## config.mk

```make
export PLATFORM = sky130hd
export DESIGN_NAME = inst_fetch_flat
export DESIGN_NICKNAME = d
export VERILOG_FILES = /design/src/rtl/inst_fetch_if.sv /design/src/rtl/inst_fetch.sv /design/src/flat_wrapper.sv
export SDC_FILE = /design/constraint.sdc
export NUM_CORES = 1
export LEC_CHECK = 0
export BUFFER_PORTS_ARGS = -buffer_cell sky130_fd_sc_hd__buf_2
export CORE_MARGIN = 1
export CORE_UTILIZATION = 45
export CTS_CLUSTER_SIZE = 16
export DETAILED_ROUTE_END_ITERATION = 16
export PLACE_DENSITY = 0.72
export RECOVER_POWER = 100
export SLEW_MARGIN = 20
export SYNTH_ARGS = -nofsm -noshare
export SYNTH_HDL_FRONTEND = slang
export SYNTH_SLANG_ARGS = --single-unit
```

## constraint.sdc

```tcl
create_clock -name clk -period 4.1 [get_ports clk]
set_input_delay 0.205 -clock clk [delete_from_list [all_inputs] [get_ports clk]]
set_output_delay 0.205 -clock clk [all_outputs]
set_load 0.1 [all_outputs]
```

## src/rtl/inst_fetch_if.sv

```systemverilog
// Fetch-side bus: memory port A plus the decode valid/ready handshake and redirect.
// The halted status wire exists only when built with IFETCH_HALT_EN.
interface inst_fetch_if #(
  parameter int DATA = 18,
  parameter int ADDR = 14
);
  logic [ADDR-1:0] mem_addr;
  logic            mem_wr;
  logic [DATA-1:0] mem_din;
  logic [DATA-1:0] mem_dout;
  logic            redirect;
  logic [ADDR-1:0] redirect_addr;
  logic            inst_valid;
  logic            inst_ready;
  logic [DATA-1:0] inst;
  logic [ADDR-1:0] inst_pc;
`ifdef IFETCH_HALT_EN
  logic            halted;
`endif

  modport master (
    output mem_addr, mem_wr, mem_din, inst_valid, inst, inst_pc,
`ifdef IFETCH_HALT_EN
    output halted,
`endif
    input  mem_dout, redirect, redirect_addr, inst_ready
  );

  modport slave (
    input  mem_addr, mem_wr, mem_din, inst_valid, inst, inst_pc,
`ifdef IFETCH_HALT_EN
    input  halted,
`endif
    output mem_dout, redirect, redirect_addr, inst_ready
  );
endinterface

```

## src/rtl/inst_fetch.sv

```systemverilog
// Instruction fetch: sequential PC, one in-flight read, 2-entry output queue, redirect flush.
// Optional feature IFETCH_HALT_EN stops fetching after HALT_WORD is received.
module inst_fetch #(
  parameter int              DATA      = 18,
  parameter int              ADDR      = 14,
  parameter logic [ADDR-1:0] RESET_PC  = '0
`ifdef IFETCH_HALT_EN
  ,
  parameter logic [DATA-1:0] HALT_WORD = '1
`endif
) (
  input  logic          clk,
  input  logic          rst,
  inst_fetch_if.master  bus
);

  logic [ADDR-1:0] r_pc;
  logic            r_inflight;
  logic [ADDR-1:0] r_inflight_pc;
  logic [1:0]      r_count;
  logic            r_valid;
  logic [DATA-1:0] r_q_inst [2];
  logic [ADDR-1:0] r_q_pc   [2];
  logic            r_halted;

  logic            w_pop;
  logic            w_push;
  logic            w_issue;
  logic [2:0]      w_credit;
  logic [1:0]      w_count_nxt;
  logic [DATA-1:0] w_q0_inst_nxt;
  logic [ADDR-1:0] w_q0_pc_nxt;
  logic [DATA-1:0] w_q1_inst_nxt;
  logic [ADDR-1:0] w_q1_pc_nxt;

  assign w_pop    = r_valid & bus.inst_ready;
  // Slots already committed (queued + in flight) minus the one leaving this cycle.
  assign w_credit = {1'b0, r_count} + {2'b00, r_inflight} - {2'b00, w_pop};

`ifdef IFETCH_HALT_EN
  assign w_issue  = !bus.redirect && (w_credit < 3'd2) && !r_halted;
  assign w_push   = r_inflight && !bus.redirect && !r_halted;
`else
  assign w_issue  = !bus.redirect && (w_credit < 3'd2);
  assign w_push   = r_inflight && !bus.redirect;
`endif

  assign bus.mem_addr   = r_pc;
  assign bus.mem_wr     = 1'b0;
  assign bus.mem_din    = '0;
  assign bus.inst_valid = r_valid;
  assign bus.inst       = r_q_inst[0];
  assign bus.inst_pc    = r_q_pc[0];
`ifdef IFETCH_HALT_EN
  assign bus.halted     = r_halted;
`endif

  // Queue next state: entry 0 is always the head, entry 1 shifts down on pop.
  always_comb begin
    w_count_nxt   = r_count;
    w_q0_inst_nxt = r_q_inst[0];
    w_q0_pc_nxt   = r_q_pc[0];
    w_q1_inst_nxt = r_q_inst[1];
    w_q1_pc_nxt   = r_q_pc[1];
    if (bus.redirect) begin
      w_count_nxt = 2'd0;
    end else begin
      case ({w_push, w_pop})
        2'b10: begin
          w_count_nxt = r_count + 2'd1;
          if (r_count == 2'd0) begin
            w_q0_inst_nxt = bus.mem_dout;
            w_q0_pc_nxt   = r_inflight_pc;
          end else begin
            w_q1_inst_nxt = bus.mem_dout;
            w_q1_pc_nxt   = r_inflight_pc;
          end
        end
        2'b01: begin
          w_count_nxt   = r_count - 2'd1;
          w_q0_inst_nxt = r_q_inst[1];
          w_q0_pc_nxt   = r_q_pc[1];
        end
        2'b11: begin
          if (r_count == 2'd1) begin
            w_q0_inst_nxt = bus.mem_dout;
            w_q0_pc_nxt   = r_inflight_pc;
          end else begin
            w_q0_inst_nxt = r_q_inst[1];
            w_q0_pc_nxt   = r_q_pc[1];
            w_q1_inst_nxt = bus.mem_dout;
            w_q1_pc_nxt   = r_inflight_pc;
          end
        end
        default: ;
      endcase
    end
  end

  always_ff @(posedge clk) begin
    if (rst) begin
      r_pc       <= RESET_PC;
      r_inflight <= 1'b0;
      r_count    <= 2'd0;
      r_valid    <= 1'b0;
      r_halted   <= 1'b0;
      r_q_inst[0] <= '0;
      r_q_pc[0]   <= '0;
      r_q_inst[1] <= '0;
      r_q_pc[1]   <= '0;
    end else begin
      r_count     <= w_count_nxt;
      r_valid     <= (w_count_nxt != 2'd0);
      r_q_inst[0] <= w_q0_inst_nxt;
      r_q_pc[0]   <= w_q0_pc_nxt;
      r_q_inst[1] <= w_q1_inst_nxt;
      r_q_pc[1]   <= w_q1_pc_nxt;
      r_inflight  <= w_issue;
      if (bus.redirect) begin
        r_pc     <= bus.redirect_addr;
        r_halted <= 1'b0;
      end else begin
        if (w_issue)
          r_pc <= r_pc + ADDR'(1);
`ifdef IFETCH_HALT_EN
        if (w_push && (bus.mem_dout == HALT_WORD))
          r_halted <= 1'b1;
`endif
      end
    end
  end

  // PC of the outstanding read; meaningless while r_inflight is low.
  always_ff @(posedge clk) begin
    if (w_issue)
      r_inflight_pc <= r_pc;
  end

  a_no_overflow: assert property (@(posedge clk) disable iff (rst)
    !(w_push && !w_pop && (r_count == 2'd2)));

endmodule

```

## src/flat_wrapper.sv

```systemverilog
// flat-port wrapper written by rule: the top's interface ports become plain ports
module inst_fetch_flat 
#(
  parameter int              DATA      = 18,
  parameter int              ADDR      = 14,
  parameter logic [ADDR-1:0] RESET_PC  = '0

)
  (clk, rst, bus_mem_addr, bus_mem_wr, bus_mem_din, bus_inst_valid, bus_inst, bus_inst_pc, bus_mem_dout, bus_redirect, bus_redirect_addr, bus_inst_ready);
  inst_fetch_if #(.DATA(DATA), .ADDR(ADDR)) bus_i ();
  input  logic clk;
  input  logic rst;
  output wire logic [$bits(bus_i.mem_addr)-1:0] bus_mem_addr;
  output wire logic [$bits(bus_i.mem_wr)-1:0] bus_mem_wr;
  output wire logic [$bits(bus_i.mem_din)-1:0] bus_mem_din;
  output wire logic [$bits(bus_i.inst_valid)-1:0] bus_inst_valid;
  output wire logic [$bits(bus_i.inst)-1:0] bus_inst;
  output wire logic [$bits(bus_i.inst_pc)-1:0] bus_inst_pc;
  input wire logic [$bits(bus_i.mem_dout)-1:0] bus_mem_dout;
  input wire logic [$bits(bus_i.redirect)-1:0] bus_redirect;
  input wire logic [$bits(bus_i.redirect_addr)-1:0] bus_redirect_addr;
  input wire logic [$bits(bus_i.inst_ready)-1:0] bus_inst_ready;
  assign bus_mem_addr = bus_i.mem_addr;
  assign bus_mem_wr = bus_i.mem_wr;
  assign bus_mem_din = bus_i.mem_din;
  assign bus_inst_valid = bus_i.inst_valid;
  assign bus_inst = bus_i.inst;
  assign bus_inst_pc = bus_i.inst_pc;
  assign bus_i.mem_dout = bus_mem_dout;
  assign bus_i.redirect = bus_redirect;
  assign bus_i.redirect_addr = bus_redirect_addr;
  assign bus_i.inst_ready = bus_inst_ready;
  inst_fetch #(.DATA(DATA), .ADDR(ADDR), .RESET_PC(RESET_PC)) u_core (.clk(clk), .rst(rst), .bus(bus_i));
endmodule
```

; After elaboration in Yosys (flattened, before gate mapping)
; Memory sizes are Yosys's and may differ from the RTL's.
; Index checks and enable logic that the tools add are counted.
[classes]
reduce_logical = 6
n_addsub = 5
bitwise = 5
n_eq_ne = 4
mux = 27
n_lt_le_gt_ge = 1
[ops]
columns = op, count
row1 = 18-bit two-way mux, 8
row2 = 14-bit two-way mux, 10
row3 = 18-bit one-hot mux with 3 select lines, 1
row4 = 14-bit one-hot mux with 3 select lines, 1
row5 = 18-bit one-hot mux with 2 select lines, 1
row6 = 14-bit one-hot mux with 2 select lines, 1
row7 = 14-bit by 1-bit adder with 14-bit output (second input constant), 1
row8 = 2-bit by 1-bit == test with 1-bit output (second input constant), 2
row9 = 2-bit == test (second input constant), 2
row10 = 1-bit OR, 4
row11 = 2-bit one-hot mux with 2 select lines, 1
row12 = 2-bit nonzero test, 2
row13 = 2-bit by 1-bit adder with 3-bit output, 1
row14 = 3-bit by 2-bit less-than comparator with 1-bit output (second input constant), 1
row15 = 1-bit two-way mux, 3
row16 = 3-bit by 1-bit subtractor with 3-bit output, 1
row17 = 2-bit by 1-bit adder with 2-bit output (second input constant), 1
row18 = 1-bit logical AND, 2
row19 = 2-bit zero test, 1
row20 = 2-bit two-way mux, 1
row21 = 2-bit by 1-bit subtractor with 2-bit output (second input constant), 1
row22 = 1-bit bitwise AND, 1
row23 = 1-bit zero test, 1
[word_totals]
mem_bits_rw = 64
mem_count = 2
word_cells = 55
reg_bits = 32
[mem_list]
columns = memory, words, width, rd, rd_ports_with_merged_regs, wr, line
row1 = u_core.r_q_inst, 2, 18, 2, 0, 2, inst_fetch.sv:22  ; logic [DATA-1:0] r_q_inst [2];
row2 = u_core.r_q_pc, 2, 14, 2, 0, 2, inst_fetch.sv:23  ; logic [ADDR-1:0] r_q_pc [2];

; Longest topological paths before layout
; Gate-level depths: netlist of run 1.
[logic_depth]
depth_word = 6
ltp_mapped = 8
depth_no_buf = 8

; Worst setup path before layout of run 1
; Ideal clock, no wire load.
[synth_timing]
path_type = register to register
start = register u_core.r_valid, in the netlist u_core.bus.inst_valid
end = register u_core.r_inflight_pc[0], enable pin
n_path_buf = 0
setup_ns = 0.384
required_time_ns = 3.716
path_stages_with_launch = 8
setup_slack_ns = 0.593
t_arrival_ns = 3.122
path_cell_list = dfxtp_1 nand2_2 xnor2_1 nand2b_1 fa_1 xor2_2 nand2b_1 nor2_1
[synth_between]
elab_chain_len = 4
[synth_lines]
columns = element, line
row1 = "start, declared", inst_fetch.sv:21  ; logic r_valid;
row2 = "start signal, assigned", inst_fetch.sv:113  ; r_valid <= (w_count_nxt != 2'd0);
row3 = 1-bit bitwise AND, inst_fetch.sv:36  ; assign w_pop = r_valid & bus.inst_ready;
row4 = 3-bit by 1-bit subtractor with 3-bit output, inst_fetch.sv:38  ; assign w_credit = {1'b0, r_count} + {2'b00, r_inflight} - {2'b00, w_pop};
row5 = 3-bit by 2-bit less-than comparator with 1-bit output, inst_fetch.sv:44  ; assign w_issue = !bus.redirect && (w_credit < 3'd2);
row6 = 1-bit logical AND, inst_fetch.sv:44
row7 = via u_core.w_issue, inst_fetch.sv:28  ; logic w_issue;
row8 = "end signal, assigned", inst_fetch.sv:136  ; r_inflight_pc <= r_pc;
row9 = "end, declared", inst_fetch.sv:19  ; logic [ADDR-1:0] r_inflight_pc;
; The timed path passes the listed nets, and every way through them passes these cells.
; A chain may end at the register's enable or synchronous reset.

; Final worst setup path of run 1
[layout_timing]
start = register u_core.r_valid, in the netlist u_core.bus.inst_valid
end = register u_core.r_inflight_pc[3], enable pin
; Same word-level chain as after synthesis.

==> flow_metrics.tcl, run 1 <==
set metrics [dict create \
    numCtsBuffers 9 \
    leakage_nw 1.674 \
    drt_iter0_markers 91 \
    grt_start_max_net_pins 63 \
    cts.hold.buffers_added 0 \
    fin_crit_sh_pct 71.86 \
    rr_worst_depth 8 \
    grt_pass1_vias 2911 \
    drt_pre_antenna_iters 5 \
    wl_mm 8.661 \
    pre_cts_ws_ns 1.575 \
    power_mw 2.281 \
    cts_tree "done" \
    dieArea_um2 10160 \
    grt_antenna_before_repair 0 \
    layout_setup_ws_ns 1.154 \
    synth_area_um2 4390 \
    critPathMaxFanout 14 \
    max-vdd-ir-drop_v 0.0001638 \
    crit_type "flop to flop" \
    post_cts_buffers 0 \
    drv_cap 1 \
    r2r_end "u_core.r_inflight_pc[3]" \
    slew_violations 38 \
    violations "max-capacitance violations, max-slew violations" \
    cts_resized 0 \
    dp_hpwl_mm 5.816 \
    die_y_um 100.8 \
    crit_start "u_core.bus.inst_valid" \
    grt_usage_pct 17.30 \
    p_per_area_nw_per_um2 491.4 \
    ioPinCount 102 \
    cts-root-buf "clkbuf_8" \
    die_w_um 100.8 \
    syn2layout_area_growth_pct 5.728 \
    tns_ns 0 \
    ys_async_sr_fraction_pct 0 \
    crit_required_ns 4.09 \
    period_needed_ns 2.946 \
    worstPathArrival_ns 2.94 \
    worstMarginPinSlew_ns 1.541 \
    fillCellCount 929 \
    rsz0062_at_grt "no" \
    syn-instance-count 474 \
    startpoint_type "flop" \
    avgSynthCellArea_um2 9.263 \
    slew_headroom_pct -2.748 \
    ys_types 45 \
    antenna_left 0 \
    synth_edf_count 14 \
    cts_buffer_depth 2 \
    yosys_warnings 0 \
    place_congestion 0.9030 \
    skew_ns 0.01197 \
    hold_class "input pin to flop" \
    vias_per_cell 5.062 \
    core_area_um2 9328 \
    fin_nets 551 \
    rrSetupSlack_ns 1.15 \
    io_buffers 82 \
    synth_top_flop_cell "dfxtp_1" \
    cts.htree.levels 3 \
    yosys_register_bits 96 \
    hold_viol_final 0 \
    wl_per_cell_um 13.43 \
    setup_viol_count_final 0 \
    antenna_cells 0 \
    drc 0 \
    cp-end-kind "flop" \
    worstSetupEndpoint "u_core.r_inflight_pc[3]" \
    outcome "finished, violations left" \
    cts.sinks 96 \
    cts.clk_slew.worst_paths_ns 0.11 \
    fmax_mhz 339.4 \
    timing.rr.start "u_core.bus.inst_valid" \
    insertion_delay_ns 0.36 \
    synth-seq-area-share_pct 46.96 \
    grt-ovfl-total 0 \
    start_util_pct 47.07 \
    drive_above_1_share_pct 11.63 \
    rows 35 \
    num_vias 3265 \
    grt_first_pass_wirelength_mm 13.84 \
]
## layout make-up
cell class / instances / area (um2) / share of cell area [%]
multi-input combinational: 308 / 1814 / 39.08
inverter: 9 / 33.78 / 0.7278
tap: 129 / 161.4 / 3.477
clock inverter: 6 / 50.05 / 1.078
timing repair buffer: 87 / 382.9 / 8.248
clock buffer: 10 / 137.6 / 2.965
sequential: 96 / 2062 / 44.42
## synth_stat cells, types with 2 or more instances
cell	n	area share (%)
nor3_1	9	1.0
mux2i_1	35	8.0
o21ai_0	3	0.34
ha_1	3	0.86
buf_6	3	0.77
dfxtp_1	82	37
a31oi_1	2	0.28
xnor2_1	7	1.4
nand4_1	2	0.28
edfxtp_1	14	9.6
clkbuf_1	19	1.6
inv_1	9	0.77
a311oi_1	34	6.8
buf_4	51	8.7
nor4_1	2	0.28
nand2_1	70	6.0
nand3_1	6	0.68
and4_1	2	0.40
nor2_1	75	6.4
xor2_1	2	0.40
buf_2	6	0.68
a211oi_1	10	1.7
a21o_1	2	0.34
nand2b_1	2	0.28
and3_2	2	0.34
or3_1	3	0.43
## placed cells by master, fill, tap and decap left out, types with 2 or more instances in the layout
cell and count:
mux2i_1 35, clkbuf_8 10, o21ai_0 3, a21o_1 2
nor3_1 10, a211oi_1 10, inv_1 9, nor4_1 2
nand3_1 6, edfxtp_1 14, xor2_1 3, nor2_1 75
and3_2 2, xnor2_1 7, inv_6 2, nand4_1 2
ha_1 3, nand2b_1 2, a311oi_1 34, clkinvlp_4 2
a21oi_2 2, dfxtp_1 82, or3_1 3, and4_1 2
buf_2 35, nand2_1 71, buf_4 3, a31oi_1 2
clkbuf_1 48, conb_1 19
## cell families after synthesis
group / synth area share (%)
and+or+nand+nor: 17.30
DFF: 46.96
buffers and inverters: 12.57
AOI/OAI and AO/OA: 11.63
muxes: 7.980
xor gates and xnor gates: 2.166
adders and majority gates: 1.311
other: 0.08541
## power by group
group | leakage, nW | internal (mW) | switching (mW)
registers | 0.807 | 1.03 | 0.0492
clock network | 0.0918 | 0.246 | 0.348
logic | 0.774 | 0.0969 | 0.514
## critical path, stage by stage (launching register included)
cell and delay [ns]:
dfxtp_1 0.37, nand2_1 0.22, xnor2_1 0.21, nand2b_1 0.17, fa_1 0.38, xor2_1 0.24, nand2b_1 0.30, nor2_1 0.13
clkbuf_1 0.57
## per-layer routing
| metal | GRT usage, % | share of wire (%) |
|---|---|---|
| met1 | 22.89 | 49 |
| met2 | 27.82 | 44 |
| met3 | 2.913 | 5.0 |
| met4 | 7.692 | 1.4 |
| met5 | 0 | 0 |
## state kept, by name, indices dropped and copies added, names as in the netlist
name	flops
u_core.bus.inst_valid	1
u_core.bus.mem_addr	14
u_core.r_count	2
u_core.r_inflight	1
u_core.r_inflight_pc	14
u_core.r_q_inst	36
u_core.r_q_pc	28
## stage by stage
stage | instances | utilization (%) | instance area, um2 | hold slack [ns]
4_1_cts | 645 | 50.91 | 4748 | 0.08017
6_report | 645 | 49.77 | 4642 | 0.09018
5_1_grt | 645 | 49.77 | 4642 | 0.08861
3_3_place_gp | 629 | 48.89 | 4561 | 0.4585
2_1_floorplan | 492 | - | 4458 | 0.3462
3_5_place_dp | 629 | 48.89 | 4561 | 0.4675
## worst min-delay path by stage
| stage | from | to | depth (start not counted) |
|---|---|---|---|
| 2_1_floorplan | bus_redirect_addr[9] | u_core.bus.mem_addr[9] | 2 |
| 3_3_place_gp | bus_mem_dout[2] | u_core.r_q_inst[0][20] | 3 |
| 3_5_place_dp | u_core.r_q_pc[0][20] | u_core.r_q_pc[0][6] | 2 |
| 4_1_cts | bus_mem_dout[12] | u_core.r_q_inst[0][30] | 3 |
| 5_1_grt | bus_mem_dout[10] | u_core.r_q_inst[0][28] | 3 |
| 6_report | bus_mem_dout[12] | u_core.r_q_inst[0][30] | 3 |
No activity file was read; power rests on OpenSTA's default activity.
==> run 2, diff against run 1 <==
Settings changed: ABC_AREA from default to 1, PLACE_DENSITY 0.72 to 0.71.
Clock period 4.1 ns to 3 ns, I/O delays scaled along.
==> flow_metrics.tcl, run 2 <==
set metrics [dict create \
    cts-root-buf "clkbuf_8" \
    rsz0062_at_grt "no" \
    fin_nets 786 \
    avgSynthCellArea_um2 6.883 \
    p_int_mw 1.946 \
    start_util_pct 46.84 \
    ys_async_sr_fraction_pct 0 \
    reg.largest.list "u_core.r_q_inst: 36 flops, u_core.r_q_pc: 28 flops" \
    worstMarginPinSlew_ns 1.239 \
    grt_util_met2_pct 32.10 \
    dp_hpwl_mm 7.309 \
    die_y_um 106.4 \
    leakage_nw 2.486 \
    top_usage_layer "met2" \
    ioPinCount 102 \
    r2r_end "u_core.bus.mem_addr[6]" \
    cts.htree.levels 3 \
    crit_start "u_core.bus.inst_valid" \
    core_area_um2 10460 \
    outcome "finished, final reports clean" \
    ys_types 26 \
    tns_ns 0 \
    grt_start_max_net_pins 43 \
    worstPathArrival_ns 2.76 \
    pwr-share-comb_pct 24.5 \
    startpoint_type "flop" \
    netSwitchingPower_mw 1.138 \
    cts_tree "done" \
    hold_viol_final 0 \
    synth_top_flop_cell "dfxtp_1" \
    fillCellCount 1097 \
    setup_viol_count_final 0 \
    grt_pass1_vias 3764 \
    drc 0 \
    post_cts_buffers 0 \
    syn-instance-count 712 \
    grt_antenna_before_repair 0 \
    yosysTopAreaCell "dfxtp_1" \
    fin_crit_sh_pct 81.99 \
    hold_class "input pin to flop" \
    antenna_left 0 \
    power_mw 3.084 \
    yosys_register_bits 96 \
    final_common_cell "nand2_1" \
    clkPwrFrac_pct 28.4 \
    synth_top_area_share_pct 33.50 \
    insertion_delay_ns 0.37 \
    p_per_area_nw_per_um2 595.3 \
    switching_share_pct 36.89 \
    vias_per_cell 4.694 \
    gr-usage-met1_pct 25.79 \
    post-synth-top-count-cell "nand2_1" \
    largest_reg_flops 36 \
    rows 37 \
    syn2layout_area_growth_pct 5.719 \
    cts_resized 0 \
    gr-usage-met3_pct 3.250 \
    num_vias 4164 \
    slew_violations 0 \
    dieArea_um2 11310 \
    wl_per_cell_um 12.11 \
    drv_cap 0 \
    io_buffers 82 \
    crit_type "flop to flop" \
    synth_edf_count 14 \
    grt_usage_pct 19.81 \
    rr_worst_depth 8 \
    timing.rr.start "u_core.bus.inst_valid" \
    die_w_um 106.4 \
    crit_required_ns 3.30 \
    synth_common_cells "195 x nand2_1, 92 x inv_1, 88 x nor2_1" \
    fmax_mhz 406.6 \
    final_cell_mix "197 x nand2_1, 93 x inv_1, 89 x nor2_1" \
    rrSetupSlack_ns 0.54 \
    yosys_warnings 0 \
    grt-ovfl-total 0 \
    cts_buffer_depth 2 \
    cts.clk_slew.worst_paths_ns 0.10 \
    wl_mm 10.74 \
    skew_ns 0.01350 \
    cts.sinks 96 \
    numCtsBuffers 9 \
    worstSetupEndpoint "u_core.bus.mem_addr[6]" \
    seqPwrFrac_pct 47.0 \
    synth-seq-area-share_pct 42.07 \
    slew_headroom_pct 17.76 \
    antenna_cells 0 \
    final_util_pct 49.52 \
    drive_above_1_share_pct 8.256 \
    max-vdd-ir-drop_v 0.0002901 \
    synthTopCellsByArea "dfxtp_1 33%, nand2_1 15%, edfxtp_1 8.6%" \
    cp-end-kind "flop" \
    top_register "u_core.r_q_inst" \
    drt_iter0_markers 260 \
    period_needed_ns 2.460 \
    drt_pre_antenna_iters 4 \
    grt_first_pass_wirelength_mm 17.67 \
    synth_area_um2 4901 \
    critPathMaxFanout 17 \
    cts.hold.buffers_added 0 \
    place_congestion 0.8948 \
]
## run 2: changes by cell type after synthesis, sizes merged, moves of 8 or more
cell    change
inv        +84
a21oi      +36
a311oi     -34
mux2i      -35
a211oi     -10
nand2     +127
nor3        -8
nand3      +76
o21ai      +15
buf        +18
nor2       +15
clkbuf     -13
## run 2: stage by stage
step | worst slack, ns | cells | area (um2) | hold slack (ns)
global route | 0.2731 | 887 | 5181 | 0.02457
detailed placement | 0.6171 | 871 | 5069 | 0.3972
floorplan | 0.1036 | 730 | 4969 | 0.2849
finish | 0.5404 | 887 | 5181 | 0.02414
global placement | 0.7313 | 871 | 5069 | 0.3927
CTS | 0.5819 | 887 | 5275 | 0.009819
## run 2: kinds of logic (layout without fill, tap and decap cells)
logic type	Yosys count	count (layout)	share of synthesized area, %
AND/OR/NAND/NOR	373	373	31.53
buffers and inverters	177	198	18.25
flip-flops	96	96	42.07
AO/OA/AOI/OAI	57	57	6.178
adder cells (fa/ha/maj)	4	4	1.174
XOR/XNOR	4	4	0.7150
other	1	19	0.07652
## run 2: worst max-delay path: stages (launching register included)
cell	delay [ns]
dfxtp_1	0.33
nand2_1	0.21
xor2_1	0.22
nand2_1	0.12
fa_1	0.52
nand4_1	0.17
inv_1	0.52
nand3_1	0.14
a21oi_1	0.17
## run 2: final cells by class
class	count	area (um2)	area share, %
clock buffers	11	151.4	2.922
clock inverters	5	55.05	1.063
well taps	136	170.2	3.284
multi-input cells	457	1977	38.16
repair buffers	89	416.7	8.042
inverters	93	349.1	6.738
flip-flops and latches	96	2062	39.80
## run 2: worst min path at each step
stage	start	to	slack, ns	cells past startpoint
6_report	bus_mem_dout[5]	u_core.r_q_inst[0][23]	0.02	3
5_1_grt	bus_mem_dout[5]	u_core.r_q_inst[0][23]	0.02	3
4_1_cts	bus_mem_dout[8]	u_core.r_q_inst[0][26]	0.01	3
3_5_place_dp	bus_mem_dout[8]	u_core.r_q_inst[0][26]	0.40	3
3_3_place_gp	bus_mem_dout[5]	u_core.r_q_inst[0][23]	0.39	3
2_1_floorplan	bus_mem_dout[0]	u_core.r_q_inst[0][18]	0.28	2
## run 2: power groups by stage
stage | Clock (mW) | Sequential (mW) | Combinational, mW
after floorplan | 0 | 1.58 | 0.588
after global placement | 0 | 1.48 | 0.765
after detailed placement | 0 | 1.48 | 0.777
after CTS | 0.896 | 1.45 | 0.779
after global routing | 0.952 | 1.46 | 0.811
final | 0.877 | 1.45 | 0.756
## run 2: routing by layer
metal  up-vias  routed length, um
li1       2184                  -
met5         -                  0
met4         0                165
met3        12                583
met1      1867               4933
met2       101               5057
